File: config.mk
export PLATFORM = sky130hd
export DESIGN_NAME = cntr8_dn
export DESIGN_NICKNAME = d
export VERILOG_FILES = /design/src/rtl/cntr8_dn.sv
export SDC_FILE = /design/constraint.sdc
export NUM_CORES = 1
export LEC_CHECK = 0
export ABC_AREA = 1
export CELL_PAD_IN_SITES_DETAIL_PLACEMENT = 1
export CELL_PAD_IN_SITES_GLOBAL_PLACEMENT = 2
export CORE_UTILIZATION = 23
export CTS_CLUSTER_DIAMETER = 50
export DETAILED_ROUTE_END_ITERATION = 7
export PLACE_DENSITY = 0.77
export REMOVE_ABC_BUFFERS = 1
export SETUP_SLACK_MARGIN = 0.2
export SLEW_MARGIN = 20
export SYNTH_ARGS = -nofsm -noshare
export SYNTH_HDL_FRONTEND = slang
export SYNTH_SLANG_ARGS = --single-unit
export TNS_END_PERCENT = 1
File: constraint.sdc
create_clock -name clk -period 2.55 [get_ports clk]
set_input_delay 0.51 -clock clk [delete_from_list [all_inputs] [get_ports clk]]
set_output_delay 0.51 -clock clk [all_outputs]
set_load 0.01 [all_outputs]
File: src/rtl/cntr8_dn.sv
// ----------------------------------------------------------------------------
// cntr8_dn : loadable down-counter (default WIDTH = 8)
//
// Decrements through borrow look-ahead nibble slices (bla4) that ripple
// borrow from slice to slice. A 4-state FSM selects hold, load,
// decrement-by-1 or decrement-by-2. Holding dec for consecutive edges
// moves the FSM to DEC2, so the count speeds up.
//
// Ports
//   clk    in   1      rising-edge clock
//   reset  in   1      synchronous, active-high reset (highest priority)
//   load   in   1      load d_in (wins over dec)
//   dec    in   1      decrement request
//   d_in   in   WIDTH  load value
//   o      out  WIDTH  registered count
//   state  out  2      registered FSM state (IDLE=00 LOAD=01 DEC=10 DEC2=11)
//   zero   out  1      combinational, high when o == 0
//   uf     out  1      registered one-cycle underflow pulse
//
// Build option
//   CNTR8_DN_SAT_EN : when defined, the count saturates at zero instead of
//                     wrapping. uf still pulses on every saturating edge.
//
// WIDTH must be a multiple of 4 because each bla4 slice covers one nibble.
// ----------------------------------------------------------------------------
module cntr8_dn #(
    parameter int unsigned WIDTH = 8
) (
    input  logic             clk,
    input  logic             reset,
    input  logic             load,
    input  logic             dec,
    input  logic [WIDTH-1:0] d_in,
    output logic [WIDTH-1:0] o,
    output logic [1:0]       state,
    output logic             zero,
    output logic             uf
);

    localparam int unsigned NSLICE = WIDTH / 4;

    typedef enum logic [1:0] {
        S_IDLE = 2'b00,
        S_LOAD = 2'b01,
        S_DEC  = 2'b10,
        S_DEC2 = 2'b11
    } state_t;

    state_t           r_state;
    state_t           w_nxt_state;
    logic [WIDTH-1:0] r_o;
    logic             r_uf;
    logic [WIDTH-1:0] w_step;
    logic [WIDTH-1:0] w_diff;
    logic             w_borrow;
    logic             w_bin;
    logic [4:0]       w_slice;

    // One 4-bit borrow look-ahead slice that computes a - b - bin.
    // Returns {borrow_out, diff[3:0]}.
    // Per bit: generate g = ~a & b, propagate p = ~(a ^ b).
    function automatic logic [4:0] bla4(
        input logic [3:0] a,
        input logic [3:0] b,
        input logic       bin
    );
        logic [3:0] g;
        logic [3:0] p;
        logic [4:0] c;
        g    = ~a & b;
        p    = ~(a ^ b);
        c[0] = bin;
        c[1] = g[0] | (p[0] & bin);
        c[2] = g[1] | (p[1] & g[0]) | (p[1] & p[0] & bin);
        c[3] = g[2] | (p[2] & g[1]) | (p[2] & p[1] & g[0])
             | (p[2] & p[1] & p[0] & bin);
        c[4] = g[3] | (p[3] & g[2]) | (p[3] & p[2] & g[1])
             | (p[3] & p[2] & p[1] & g[0])
             | (p[3] & p[2] & p[1] & p[0] & bin);
        return {c[4], a ^ b ^ c[3:0]};
    endfunction

    // Next-state logic. load beats dec. A sustained dec from DEC or DEC2
    // moves to DEC2.
    always_comb begin
        w_nxt_state = S_IDLE;
        if (load) begin
            w_nxt_state = S_LOAD;
        end else if (dec) begin
            if (r_state == S_DEC || r_state == S_DEC2)
                w_nxt_state = S_DEC2;
            else
                w_nxt_state = S_DEC;
        end
    end

    // The step follows next_state, so the datapath and the FSM move on the
    // same edge.
    always_comb begin
        w_step      = '0;
        w_step[1:0] = (w_nxt_state == S_DEC2) ? 2'd2 : 2'd1;
    end

    // Ripple the borrow between the nibble slices. Borrow-in to slice 0 is 0.
    always_comb begin
        w_diff  = '0;
        w_bin   = 1'b0;
        w_slice = '0;
        for (int unsigned i = 0; i < NSLICE; i++) begin
            w_slice           = bla4(r_o[4*i +: 4], w_step[4*i +: 4], w_bin);
            w_diff[4*i +: 4]  = w_slice[3:0];
            w_bin             = w_slice[4];
        end
        w_borrow = w_bin;
    end

    always_ff @(posedge clk) begin
        if (reset) begin
            r_state <= S_IDLE;
            r_o     <= '0;
            r_uf    <= 1'b0;
        end else begin
            r_state <= w_nxt_state;
            r_uf    <= 1'b0;
            case (w_nxt_state)
                S_LOAD: r_o <= d_in;
                S_DEC, S_DEC2: begin
                    r_uf <= w_borrow;
`ifdef CNTR8_DN_SAT_EN
                    r_o  <= w_borrow ? '0 : w_diff;
`else
                    r_o  <= w_diff;
`endif
                end
                default: ;
            endcase
        end
    end

    assign o     = r_o;
    assign state = r_state;
    assign zero  = (r_o == '0);
    assign uf    = r_uf;

endmodule

==> impl_metrics.json, run 1 <==
{
  "rsz0062_at_grt": "no",
  "cts_resized": 0,
  "grt_pass1_vias": 750,
  "vias_per_cell": 4.490,
  "hold_violations": 0,
  "slew_headroom_pct": 65.37,
  "num-fill-cells": 360,
  "clkTransAtPathRegs_ns": 0.08,
  "n_antenna_cell": 0,
  "htreeDepth": 1,
  "power_leakage_nw": 0.4632,
  "dp_hpwl_mm": 1.651,
  "worstPathMaxFanout": 3,
  "crit_path_end_kind": "flip-flop",
  "first_pass_iters": 6,
  "reg2reg_depth": 9,
  "synth_compound_area_share_pct": 16.28,
  "num_rows": 19,
  "clkLatencyLatePin_ns": 0.27,
  "yosys_warnings": 0,
  "cap_viol_max_count": 0,
  "synthSimpleGateAreaFrac_pct": 27.55,
  "p_per_area_nw_per_um2": 482.0,
  "arrival_ns": 2.46,
  "synth_area_sq_um": 699.4,
  "cts_root_buffer": "clkbuf_4",
  "grt_pass1_wl_mm": 3.408,
  "r2r_start": "state[1]",
  "ys_seq_area_share_pct": 31.48,
  "startpoint_type": "input port",
  "overflow": 0,
  "max_freq_mhz": 447.2,
  "grt_max_degree": 10,
  "wl_per_cell_um": 13.13,
  "r2r-end": "o[2]",
  "netlist_top_cells_area": "dfxtp_1 (31%), nand2_1 (13%), inv_1 (8.1%), a21oi_1 (6.4%), ha_1 (5.4%)",
  "timing.final.crit_share_pct": 87.69,
  "multi_input_area_sq_um": 384.1,
  "routed_wl_mm": 2.062,
  "ys_ff_latch": 11,
  "clock_skew_ns": 0.009897,
  "tightest_slew_ns": 0.5194,
  "ys.flop_type": "dfxtp_1",
  "hold_depth": 4,
  "yosysTopAreaCellShare_pct": 31.48,
  "initial_utilization_pct": 24.72,
  "wl_met3_um": 105,
  "vias": 705,
  "numPortBuffers": 23,
  "die_x_um": 57.15,
  "dieArea_sq_um": 3266,
  "synth-xor-area-share_pct": 2.504,
  "die_y_um": 57.15,
  "tritoncts": "built",
  "pin_count": 24,
  "dr.max_layer_used": "met4",
  "drc": 6,
  "ant_nets": 0,
  "worstPathRequired_ns": 2.78,
  "async_reset_ff_share_pct": 0,
  "min_period_ns": 2.236,
  "drive_above_1_share_pct": 22.22,
  "first_iter_violations": 19,
  "clkSinkCount": 11,
  "critPathKind": "in2reg",
  "grt_usage_pct": 14.03,
  "tns_ns": 0,
  "finalSetupViolCount": 0,
  "clockBufferDepth": 2,
  "synth_top_family_by_area": "simple AND/OR/NAND/NOR gates",
  "violations": "DRC",
  "worstHoldPathType": "reg2reg",
  "synth_edf_count": 0,
  "wirelength_met1_um": 892,
  "min_to": "o[6]",
  "cts_buffers": 3,
  "reg2reg_slack_ns": 0.80,
  "synthDistinctLibCells": 21,
  "synth_mux_area_share_pct": 0,
  "synth-adder-area-share_pct": 8.229,
  "gp_congestion": 0.7512,
  "slew_violations": 0,
  "postCtsSetupBuffers": 0,
  "coreArea_sq_um": 2829,
  "synthToLayoutAreaGrowth_pct": 46.69,
  "ctsHoldBuffers": 0,
  "dr_wl_met2_mm": 1.041,
  "hp-start": "o[6]",
  "status": "finished with violations",
  "nets": 143,
  "antenna_found_initial": 0,
  "peakVddDrop_mv": 0.1261,
  "regArea_sq_um": 220.2,
  "synth_area_leader_cell": "dfxtp_1",
  "avgSynthCellArea_sq_um": 7.362,
  "holdWs_ns": 0.5916,
  "power_uw": 494.5,
  "synthCells": 95
}
kinds of logic after synthesis:
logic type               after synthesis
XOR/XNOR                               2
buffers and inverters                 22
adder cells (fa/ha/maj)                4
AND/OR/NAND/NOR                       41
AO/OA/AOI/OAI                         15
flip-flops                            11
cells in the final DEF, fill, tap and decap left out, drive strengths merged:
master         netlist  routed
clkbuf               1       4
dfxtp               11      11
dlymetal6s2s         0       1
o221ai               2       2
inv                 19      19
clkdlybuf4s50        0      22
nor2                11      11
xnor2                1       1
nand4                2       2
fa                   1       1
nor3                 2       2
nand3                1       1
xor2                 1       1
a21oi               12      12
nand2               24      24
o211ai               1       1
buf                  2       7
ha                   3       3
or2                  1       1
synthesized netlist by cell type (2+ instances only):
| master | count |
|---|---|
| ha_1 | 3 |
| a21oi_2 | 3 |
| dfxtp_1 | 11 |
| nor2_2 | 5 |
| inv_2 | 4 |
| nor2_1 | 4 |
| nand2_1 | 24 |
| nor2_4 | 2 |
| nor3_1 | 2 |
| o221ai_2 | 2 |
| buf_6 | 2 |
| nand4_1 | 2 |
| inv_1 | 15 |
| a21oi_1 | 9 |
how the worst max path moves through the flow:
stage | startpoint | to | depth (start not counted) | slack (ns)
after floorplan | dec | o[4] | 14 | 0.55
after global placement | dec | o[4] | 15 | 0.03
after detailed placement | load | o[4] | 14 | -0.02
after CTS | load | o[4] | 14 | 0.27
after global routing | dec | o[4] | 15 | 0.21
final | dec | o[4] | 15 | 0.31
report_power, final:
part | switching, mW | internal (mW) | total (mW)
Sequential | 0.0108 | 0.184 | 0.195
Combinational | 0.0875 | 0.0889 | 0.176
Clock | 0.0627 | 0.0605 | 0.123
Total | 0.161 | 0.333 | 0.495
flip-flops by register name, indices dropped and copies added, names as in the netlist:
name and count:
state 2, uf 1, o 8
metal layers:
layer	up-vias	GRT usage, %
li1	355	-
met1	330	15.78
met2	18	25.88
met3	2	2.268
met4	0	6.272
met5	-	0
area by class of cell:
| class | instances | area share, % |
|---|---|---|
| Multi-Input combinational cell | 62 | 37.44 |
| Timing Repair Buffer | 30 | 27.81 |
| Sequential cell | 11 | 21.46 |
| Inverter | 19 | 6.951 |
| Tap cell | 31 | 3.781 |
| Clock buffer | 4 | 2.561 |
worst max-delay path, stage by stage:
cell and delay [ns]:
clkdlybuf4s50_1 0.50, inv_1 0.08, nor2_4 0.09, inv_2 0.05, nor2_2 0.12, inv_1 0.07
ha_1 0.20, nand2_1 0.11, a21oi_2 0.07, nand2_1 0.08, inv_1 0.04, ha_1 0.28
o221ai_2 0.15, nand2_1 0.07, inv_1 0.05
stage by stage:
| step | cells | util [%] | setup WS, ns | instance area [sq um] |
|---|---|---|---|---|
| 2_1_floorplan | 92 | - | 0.5455 | 673.1 |
| 6_report | 157 | 36.27 | 0.3139 | 1026 |
| 4_1_cts | 157 | 36.09 | 0.2652 | 1021 |
| 5_1_grt | 157 | 36.27 | 0.2087 | 1026 |
| 3_3_place_gp | 153 | 35.16 | 0.03237 | 994.7 |
| 3_5_place_dp | 153 | 35.16 | -0.02271 | 994.7 |
No activity file was read; power rests on OpenSTA's default activity.
==> run 2: changes to the inputs <==
--- a/config.mk
+++ b/config.mk
@@ -9,6 +9,7 @@
 export CELL_PAD_IN_SITES_DETAIL_PLACEMENT = 1
 export CELL_PAD_IN_SITES_GLOBAL_PLACEMENT = 2
 export CORE_UTILIZATION = 23
+export CTS_BUF_LIST = sky130_fd_sc_hd__clkbuf_16
 export CTS_CLUSTER_DIAMETER = 50
 export DETAILED_ROUTE_END_ITERATION = 7
 export PLACE_DENSITY = 0.77
==> impl_metrics.json, run 2 (synthesized netlist as in run 1, its figures left out) <==
{
  "peakVddDrop_mv": 0.1957,
  "r2r_start": "state[1]",
  "worstPathRequired_ns": 2.04,
  "cap_viol_max_count": 0,
  "coreArea_sq_um": 2829,
  "wl_per_cell_um": 13.32,
  "clockBufferDepth": 2,
  "violations": "DRC",
  "n_antenna_cell": 0,
  "holdWs_ns": 0.5878,
  "hold_violations": 0,
  "crit_path_start": "o[2]",
  "htreeDepth": 1,
  "grt_usage_pct": 14.22,
  "die_x_um": 57.15,
  "finalSetupViolCount": 0,
  "startpoint_type": "flip-flop",
  "grt_pass1_vias": 760,
  "drc": 6,
  "nets": 143,
  "pwr-share-clk_pct": 42.9,
  "ant_nets": 0,
  "pwr-share-seq_pct": 29.8,
  "slew_violations": 0,
  "switching_share_pct": 27.01,
  "max_freq_mhz": 477.9,
  "grt_max_degree": 10,
  "final_area_sq_um": 1089,
  "critPathKind": "reg2out",
  "first_iter_violations": 11,
  "clkLatencyLatePin_ns": 0.24,
  "worstHoldPathType": "reg2reg",
  "rsz0062_at_grt": "no",
  "multi_input_area_sq_um": 395.4,
  "clkTransAtPathRegs_ns": 0.04,
  "dpl-instance-area_sq_um": 994.7,
  "num_rows": 19,
  "power_uw": 658.1,
  "power_switching_uw": 177.7,
  "regArea_sq_um": 220.2,
  "mostFrequentLayoutCells": "nand2_1 (23), clkdlybuf4s50_1 (21), inv_1 (16)",
  "pin_count": 24,
  "tightest_slew_ns": 0.5366,
  "gp_congestion": 0.7512,
  "reg2reg_depth": 9,
  "crit_path_end_kind": "primary output",
  "overflow": 0,
  "largest_register_ffs": 8,
  "die_y_um": 57.15,
  "p_per_area_nw_per_um2": 604.6,
  "power_leakage_nw": 0.4926,
  "routed_wl_mm": 2.091,
  "timing.final.crit_share_pct": 82.07,
  "tritoncts": "built",
  "final_common_cell": "nand2_1",
  "postCtsSetupBuffers": 0,
  "drive_above_1_share_pct": 23.81,
  "status": "finished with violations",
  "antenna_found_initial": 0,
  "clkSinkCount": 11,
  "arrival_ns": 1.58,
  "fin_util_pct": 38.48,
  "dieArea_sq_um": 3266,
  "crit_end": "zero",
  "cts_buffers": 3,
  "initial_utilization_pct": 24.72,
  "first_pass_iters": 6,
  "vias": 701,
  "vias_per_cell": 4.465,
  "ctsHoldBuffers": 0,
  "reg2reg_slack_ns": 0.81,
  "worstPathMaxFanout": 4,
  "synthToLayoutAreaGrowth_pct": 55.63,
  "dp_hpwl_mm": 1.651,
  "grt_pass1_wl_mm": 3.456,
  "slew_headroom_pct": 64.23,
  "num-fill-cells": 353,
  "numPortBuffers": 23,
  "hold_depth": 4,
  "r2r-end": "o[2]",
  "cts_root_buffer": "clkbuf_16",
  "clock_skew_ns": 0.003334,
  "internal_power_uw": 480.4,
  "combPwrFrac_pct": 27.3,
  "min_period_ns": 2.093
}
## run 2: per-stage QoR
step / cells / setup slack, ns / TNS, ns
after detailed placement: 153 / -0.02271 / -0.02271
after floorplan: 92 / 0.5455 / 0
after global routing: 157 / 0.3483 / 0
after CTS: 157 / 0.2183 / 0
final: 157 / 0.4573 / 0
after global placement: 153 / 0.03237 / 0
## run 2: layout make-up
type / instances / share of cell area (%)
clock buffer: 3 / 6.897
clock inverter: 1 / 0.3448
inverter: 19 / 6.552
multi-input combinational: 62 / 36.32
sequential: 11 / 20.23
tap: 31 / 3.563
timing repair buffer: 30 / 26.09
## run 2: critical path, cell delays in order (launching register included)
cell	delay, ns
dfxtp_1	0.36
inv_1	0.14
nand4_1	0.12
nor3_1	0.16
clkdlybuf4s50_1	0.57
## run 2: metal layers
metal  vias up  global-route usage, %  part of all wire [%]
li1        355                      -                     -
met1       328                  15.92                    43
met2        16                  26.89                    52
met3         2                  2.268                   3.7
met4         0                  5.226                   1.1
met5         -                      0                     0
## run 2: worst min-delay path by stage
stage | startpoint | endpoint
global placement | o[7] | o[7]
global route | o[3] | o[3]
CTS | o[6] | o[6]
floorplan | state[1] | state[0]
finish | o[6] | o[6]
detailed placement | o[6] | o[6]
## run 2: power groups by stage
stage / logic [mW] / clock network (mW) / registers (mW)
4_1_cts: 0.180 / 0.292 / 0.196
3_3_place_gp: 0.174 / 0 / 0.198
5_1_grt: 0.200 / 0.304 / 0.198
3_5_place_dp: 0.178 / 0 / 0.199
6_report: 0.180 / 0.282 / 0.196
2_1_floorplan: 0.0868 / 0 / 0.203
## run 2: timing repair
item	in CTS	in global routing
hold endpoints to repair	0	0
gates resized for setup	1	5
setup endpoints to repair	1	3
==> run 3: changes to the inputs <==
==> constraint.sdc (replaced) <==
create_clock -name clk -period 2.15 [get_ports clk]
set_input_delay 0.43 -clock clk [delete_from_list [all_inputs] [get_ports clk]]
set_output_delay 0.43 -clock clk [all_outputs]
set_load 0.01 [all_outputs]
==> impl_metrics.json, run 3 (synthesized netlist as in run 1, its figures left out) <==
{
  "status": "finished with violations",
  "violations": "DRC",
  "switching_share_pct": 27.73,
  "setup_ws_ns": 0.3677,
  "tritoncts": "built",
  "final_common_cell": "nand2_1",
  "regArea_sq_um": 220.2,
  "final_area_sq_um": 1086,
  "grt_pass1_wl_mm": 3.657,
  "wl_per_cell_um": 13.25,
  "slew_violations": 0,
  "clock_skew_ns": 0.006511,
  "vias_per_cell": 4.535,
  "synthToLayoutAreaGrowth_pct": 55.28,
  "overflow": 0,
  "finalSetupViolCount": 0,
  "cts_root_buffer": "clkbuf_16",
  "clkTransAtPathRegs_ns": 0.05,
  "clkLatencyLatePin_ns": 0.24,
  "die_y_um": 57.15,
  "tns_ns": 0,
  "arrival_ns": 1.95,
  "grt_pass1_vias": 788,
  "largest_register_ffs": 8,
  "internal_power_uw": 569.0,
  "pwr-share-clk_pct": 43.9,
  "first_iter_violations": 13,
  "min_period_ns": 1.782,
  "post-place-ws_ns": -0.3310,
  "timing.final.crit_share_pct": 82.90,
  "peakVddDrop_mv": 0.2699,
  "ant_nets": 0,
  "clockBufferDepth": 2,
  "drive_above_1_share_pct": 26.56,
  "cap_viol_max_count": 0,
  "max_freq_mhz": 561.1,
  "initial_utilization_pct": 24.72,
  "num_rows": 19,
  "antenna_found_initial": 0,
  "num-fill-cells": 362,
  "fin_util_pct": 38.39,
  "cts_buffers": 3,
  "first_pass_iters": 6,
  "startpoint_type": "input port",
  "post-place-cells": 155,
  "power_leakage_nw": 0.4945,
  "tightest_slew_ns": 0.4501,
  "power_switching_uw": 218.3,
  "slew_headroom_pct": 69.90,
  "worstPathRequired_ns": 2.32,
  "htreeDepth": 1,
  "die_x_um": 57.15,
  "holdWs_ns": 0.5856,
  "rsz0062_at_grt": "no",
  "drc": 6,
  "worstPathMaxFanout": 3,
  "worstHoldPathType": "reg2reg",
  "nets": 145,
  "multi_input_area_sq_um": 390.4,
  "grt_usage_pct": 15.43,
  "crit_path_end_kind": "flip-flop",
  "numPortBuffers": 23,
  "dp_hpwl_mm": 1.642,
  "coreArea_sq_um": 2829,
  "critPathKind": "in2reg",
  "hold_violations": 0,
  "vias": 721,
  "combPwrFrac_pct": 26.6,
  "p_per_area_nw_per_um2": 724.9,
  "pwr-share-seq_pct": 29.5,
  "dpl-instance-area_sq_um": 1010,
  "pin_count": 24,
  "gp_congestion": 0.7268,
  "routed_wl_mm": 2.106,
  "clkSinkCount": 11,
  "mostFrequentLayoutCells": "nand2_1 (23), clkdlybuf4s50_1 (20), inv_1 (16)",
  "stdcell_count": 159,
  "grt_max_degree": 10,
  "dieArea_sq_um": 3266,
  "power_uw": 787.3,
  "n_antenna_cell": 0
}
-- run 3: cell count changes in the layout (fill, tap and decap cells not counted), sizes merged --
cell / delta
clkdlybuf4s50: -1
dlymetal6s2s: -1
clkbuf: +2
buf: +2
-- run 3: what timing repair did --
action                                  CTS  global route
setup buffers                             0             0
resized for setup                         5             5
cloned                                    0             0
hold buffers                              0             0
endpoints found under the hold margin     0             0
endpoints found under the setup margin    9             5
-- run 3: final cells by class --
cell class                 instances  share of cell area, %
timing repair buffer              32                  26.38
inverter                          19                  6.567
tap                               31                  3.571
sequential                        11                  20.28
clock buffer                       3                  6.912
multi-input combinational         62                  35.94
clock inverter                     1                 0.3456
-- run 3: per-layer routing --
metal / wire (um) / share of wire (%) / track usage (%) / up-vias
met3: 87 / 4.1 / 2.041 / 5
met4: 65 / 3.1 / 10.45 / 0
met2: 1078 / 51 / 28.40 / 19
met5: 0 / 0 / 0 / -
li1: - / - / - / 360
met1: 874 / 42 / 16.25 / 337
-- run 3: worst paths after layout --
check,startpoint,end,slack (ns),cells past startpoint
setup reg to reg,state[1],o[5],0.44,12
setup / recovery,dec,o[5],0.37,15
hold / removal,o[6],o[6],0.59,4
hold reg to reg,o[6],o[6],0.59,4
-- run 3: power groups by stage --
stage | registers, mW | logic, mW | clock network [mW]
after detailed placement | 0.236 | 0.212 | 0
after CTS | 0.233 | 0.212 | 0.356
final | 0.232 | 0.209 | 0.345
after global placement | 0.235 | 0.210 | 0
after global routing | 0.235 | 0.238 | 0.363
after floorplan | 0.241 | 0.103 | 0
-- run 3: critical path, stage by stage --
cell and delay, ns:
clkbuf_2 0.11, inv_1 0.08, nor2_4 0.10, inv_2 0.05
nor2_2 0.12, inv_1 0.07, ha_1 0.20, nand2_2 0.09
a21oi_2 0.05, nand2_1 0.08, inv_1 0.04, ha_1 0.18
xor2_1 0.13, nand2_1 0.07, a21oi_1 0.15
